--- src/rtl/ram32x4_arbiter.sv ---
// Round-robin arbiter and clear sequencer in front of a single-port 32x4 synchronous RAM.
// Define RAM32X4_ARB_STATS_EN to build the saturating contention counter on conflict_cnt.
module ram32x4_arbiter #(
    parameter logic [3:0] FILL_VALUE     = 4'h0,
    parameter bit         CLEAR_ON_RESET = 1'b1
) (
    input  logic       clock,
    input  logic       reset,
    input  logic       clear,
    output logic       busy,
    input  logic       req0,
    input  logic       req1,
    input  logic       we0,
    input  logic       we1,
    input  logic [4:0] addr0,
    input  logic [4:0] addr1,
    input  logic [3:0] wdata0,
    input  logic [3:0] wdata1,
    output logic       gnt0,
    output logic       gnt1,
    output logic       rvalid0,
    output logic       rvalid1,
    output logic [3:0] rdata,
    output logic [4:0] ram_address,
    output logic [3:0] ram_data,
    output logic       ram_wren,
    input  logic [3:0] ram_q,
    output logic [7:0] conflict_cnt
);

    typedef enum logic [1:0] {
        ST_IDLE  = 2'b01,
        ST_CLEAR = 2'b10
    } state_t;

    localparam state_t RESET_STATE = CLEAR_ON_RESET ? ST_CLEAR : ST_IDLE;

    state_t     state;
    logic [4:0] cnt;
    logic       prio;
    logic       clearing;
    logic       idle;
    logic       arb_en;

    // Reset masks every RAM-facing and grant output while it is held.
    assign clearing = !reset && (state == ST_CLEAR);
    assign idle     = !reset && (state == ST_IDLE);
    assign arb_en   = idle && !clear;

    assign busy  = clearing;
    assign gnt0  = arb_en && req0 && (!req1 || !prio);
    assign gnt1  = arb_en && req1 && (!req0 || prio);
    assign rdata = ram_q;

    always_comb begin
        // NOTE: every output gets a default first so no path leaves it unassigned (no latch).
        ram_address = '0;
        ram_data    = '0;
        ram_wren    = 1'b0;
        if (clearing) begin
            ram_address = cnt;
            ram_data    = FILL_VALUE;
            ram_wren    = 1'b1;
        end else if (gnt0) begin
            ram_address = addr0;
            ram_data    = wdata0;
            ram_wren    = we0;
        end else if (gnt1) begin
            ram_address = addr1;
            ram_data    = wdata1;
            ram_wren    = we1;
        end
    end

    always_ff @(posedge clock) begin
        // NOTE: non-blocking assignments so every register samples pre-edge values.
        if (reset) begin
            state   <= RESET_STATE;
            cnt     <= '0;
            prio    <= 1'b0;
            rvalid0 <= 1'b0;
            rvalid1 <= 1'b0;
        end else begin
            rvalid0 <= gnt0 && !we0;
            rvalid1 <= gnt1 && !we1;
            // The loser of this edge (or the idle side of a lone grant) wins the next tie.
            if (gnt0) begin
                prio <= 1'b1;
            end else if (gnt1) begin
                prio <= 1'b0;
            end
            case (state)
                ST_CLEAR: begin
                    if (cnt == 5'd31) begin
                        state <= ST_IDLE;
                        cnt   <= '0;
                    end else begin
                        cnt <= cnt + 5'd1;
                    end
                end
                ST_IDLE: begin
                    if (clear) begin
                        state <= ST_CLEAR;
                    end
                end
                default: begin
                    state <= ST_IDLE;
                    cnt   <= '0;
                end
            endcase
        end
    end

`ifdef RAM32X4_ARB_STATS_EN
    logic [7:0] conflict_q;

    always_ff @(posedge clock) begin
        if (reset) begin
            conflict_q <= '0;
        end else if (state == ST_IDLE && req0 && req1 && !clear && conflict_q != 8'hFF) begin
            conflict_q <= conflict_q + 8'd1;
        end
    end

    assign conflict_cnt = conflict_q;
`else
    assign conflict_cnt = 8'h00;
`endif

endmodule

--- config.mk ---
export PLATFORM = sky130hd
export DESIGN_NAME = ram32x4_arbiter
export DESIGN_NICKNAME = d
export VERILOG_FILES = /design/src/rtl/ram32x4_arbiter.sv
export SDC_FILE = /design/constraint.sdc
export NUM_CORES = 1
export LEC_CHECK = 0
export BUFFER_PORTS_ARGS = -buffer_cell sky130_fd_sc_hd__buf_4
export CORE_MARGIN = 5
export CORE_UTILIZATION = 34
export CTS_CLUSTER_SIZE = 8
export DETAILED_ROUTE_END_ITERATION = 12
export MAX_ROUTING_LAYER = met4
export PLACE_DENSITY = 0.72
export SLEW_MARGIN = 10
export SYNTH_ARGS = -nofsm -noshare
export SYNTH_HDL_FRONTEND = slang
export SYNTH_SLANG_ARGS = --single-unit
--- constraint.sdc ---
create_clock -name clock -period 1.9 [get_ports clock]
set_clock_uncertainty 0.15 [all_clocks]
set_input_delay 0.285 -clock clock [delete_from_list [all_inputs] [get_ports clock]]
set_output_delay 0.285 -clock clock [all_outputs]
set_load 0.01 [all_outputs]
==> metrics.yaml <==
finalWorstSetupSlack_ps: -31.0
synthXorXnorAreaFrac: 0
violations: "setup timing"
antenna_left: 0
ir_drop_uv: 316
yosys_warnings: 0
drive_gt1_frac: 0.530
crit_chain: "and4bb_4 -> and2_4 -> a221o_1 -> buf_6"
clk_pin_slew_ps: 70
synth-simple-area-share: 0.247
hpwl_um: 1550
avgViaCountPerCell: 5.01
synth_fa_ha_area_frac: 0.0360
avgSynthCellArea_um2: 9.38
cts_buffers: 3
htreeDepth: 1
criticalPathCategory: "reg2out"
die_x_um: 55.2
timing.rr.end: "cnt[3]$_SDFFE_PP0P_"
initial_core_util: 0.354
crit_buf_inv: 1
routedWlPerCell_um: 14.6
synth_cell_types: 28
path_max_fanout: 7
setup.worst_path.end: "ram_wren"
finalCritPeriodShare: 1.02
period_minus_slack_ps: 1930
clk_path_buf_depth: 2
crit_path_end_kind: "output port"
hp-class: "in2reg"
fmax_ghz: 0.518
io_buffers: 39
die_h_um: 55.2
cts_tree: "built"
synth_top_family_by_area: "simple AND/OR/NAND/NOR gates"
antenna_found_initial: 0
fin_util: 0.551
drc: 0
path_depth: 4
grt_overflow: 0
drtPass1Iterations: 4
r2r_cells: 6
ys_seq_elements: 10
setup_viol: 1
slowest_delay_ps: 370
rows: 16
crit_start: "state[1]$_SDFFE_PP1P_"
ios: 56
maxCapViolCount: 0
syn_area_um2: 694
ctsHoldBuffers: 0
cp.required_ps: 1460
insertion_delay_ps: 270
status: "complete, but fails checks"
finalPower_uw: 615
reg2reg_from: "cnt[0]$_SDFFE_PP0P_"
core_um2: 1960
finalHoldViolCount: 0
r2r_setup_slack_ps: 30
p_leak_nw: 0.543
cp_top_family: "simple AND/OR/NAND/NOR gates"
drt_iter0_markers: 20
grt_max_degree: 12
power.density_nw_per_um2: 569
worstPathArrival_ps: 1500
startpoint_type: "register"
rsz0062_at_grt: "true"
grt_pass1_wl_um: 2670
area_growth_pct: 55.7
yosysSeqAreaShare: 0.288
fillers: 175
antennaDiodeCount: 0
yosys-mux-area-fraction: 0.0288
critPathSlowestCell: "dfxtp_4"
via_count: 722
synthesis.instances: 74
wl_um: 2110
first_global_vias: 624
grt_use_total: 0.133
holdPathStages: 2
finalMaxSlewViolations: 0
die_area_um2: 3050
tns_ps: -31.0
cts_num_sinks: 10
cts-root-buf: "clkbuf_4"
nNetsFinal: 149
place_ws_ps: 50.7
place.gp.congestion: 0.714
synth_compound_area_frac: 0.220
-- area by class of cell --
cell class	count	area, um2	share of cell area
Multi-Input combinational cell	54	430	0.398
Inverter	2	7.51	0.00694
Sequential cell	10	209	0.193
Tap cell	27	33.8	0.0312
Clock buffer	4	36.3	0.0336
Timing Repair Buffer	47	364	0.337
-- how the worst min path moves through the flow --
stage          from            endpoint  slack [ps]
2_1_floorplan   we0  rvalid0$_SDFF_PP0_         210
3_3_place_gp    we0  rvalid0$_SDFF_PP0_         310
3_5_place_dp    we0  rvalid0$_SDFF_PP0_         310
4_1_cts         we0  rvalid0$_SDFF_PP0_          20
5_1_grt         we0  rvalid0$_SDFF_PP0_          10
6_report        we0  rvalid0$_SDFF_PP0_          20
-- synth_stat cells, drive strengths merged --
cell type	count	area, um2
buf	15	114
dfxtp	10	200
a221o	6	60.1
and3	6	37.5
a22o	4	35.0
a21oi	3	15.0
nor2	3	11.3
nor2b	3	18.8
a311oi	2	17.5
ha	2	25.0
inv	2	7.51
mux2i	2	20.0
nand2	2	7.51
nor3b	2	25.0
a211o	1	8.76
a22oi	1	7.51
a41oi	1	8.76
and2	1	8.76
and4bb	1	16.3
conb	1	3.75
nand2b	1	6.26
nand3	1	5.00
nand3b	1	7.51
nand4bb	1	11.3
nor3	1	10.0
nor4	1	6.26
-- sequential cells by signal, summed over array words and instances (netlist names) --
name	flops
cnt	5
prio	1
rvalid0	1
rvalid1	1
state	2
-- timing repair --
action	CTS	global route
setup endpoints to repair	10	14
buffers inserted	2	1
pin swaps	3	3
resized for setup	7	5
-- layout by cell type (no fill, tap or decap), types with 2 or more instances in the layout --
| cell type | netlist | final |
|---|---|---|
| mux2i_1 | 2 | 2 |
| a21oi_1 | 3 | 3 |
| buf_4 | 13 | 44 |
| nand2_1 | 2 | 2 |
| nor2b_1 | 3 | 2 |
| nor2_1 | 3 | 3 |
| clkbuf_4 | 0 | 3 |
| buf_6 | 1 | 3 |
| a22o_1 | 4 | 4 |
| a221o_1 | 6 | 6 |
| inv_1 | 2 | 2 |
| conb_1 | 1 | 8 |
| dfxtp_1 | 10 | 7 |
| dfxtp_4 | 0 | 2 |
| and3_1 | 6 | 6 |
| ha_1 | 2 | 2 |
-- cell families after synthesis --
logic type / Yosys count
simple gates: 24
compound gates: 18
buf+inv: 17
flops: 10
mux: 2
fa+ha+maj: 2
other cells: 1
-- through the flow --
stage / hold WS (ps) / cells / cell area (um2)
2_1_floorplan: 207 / 81 / 721
5_1_grt: 10.8 / 144 / 1080
4_1_cts: 16.7 / 143 / 1050
6_report: 21.6 / 144 / 1080
3_5_place_dp: 309 / 137 / 971
3_3_place_gp: 307 / 137 / 971
-- metal layers --
| metal | global-route usage | share of wire | vias to the layer above |
|---|---|---|---|
| met1 | 0.123 | 0.35 | 326 |
| met5 | - | 0 | - |
| li1 | - | - | 347 |
| met4 | 0.0850 | 0.020 | 0 |
| met2 | 0.232 | 0.47 | 43 |
| met3 | 0.0483 | 0.16 | 6 |
-- power by group --
group	leakage (nW)	internal [mW]	switching (mW)
Combinational	0.439	0.102	0.0782
Sequential	0.0826	0.223	0.0133
Clock	0.0210	0.117	0.0818
Power figures use the tool's default switching activity.
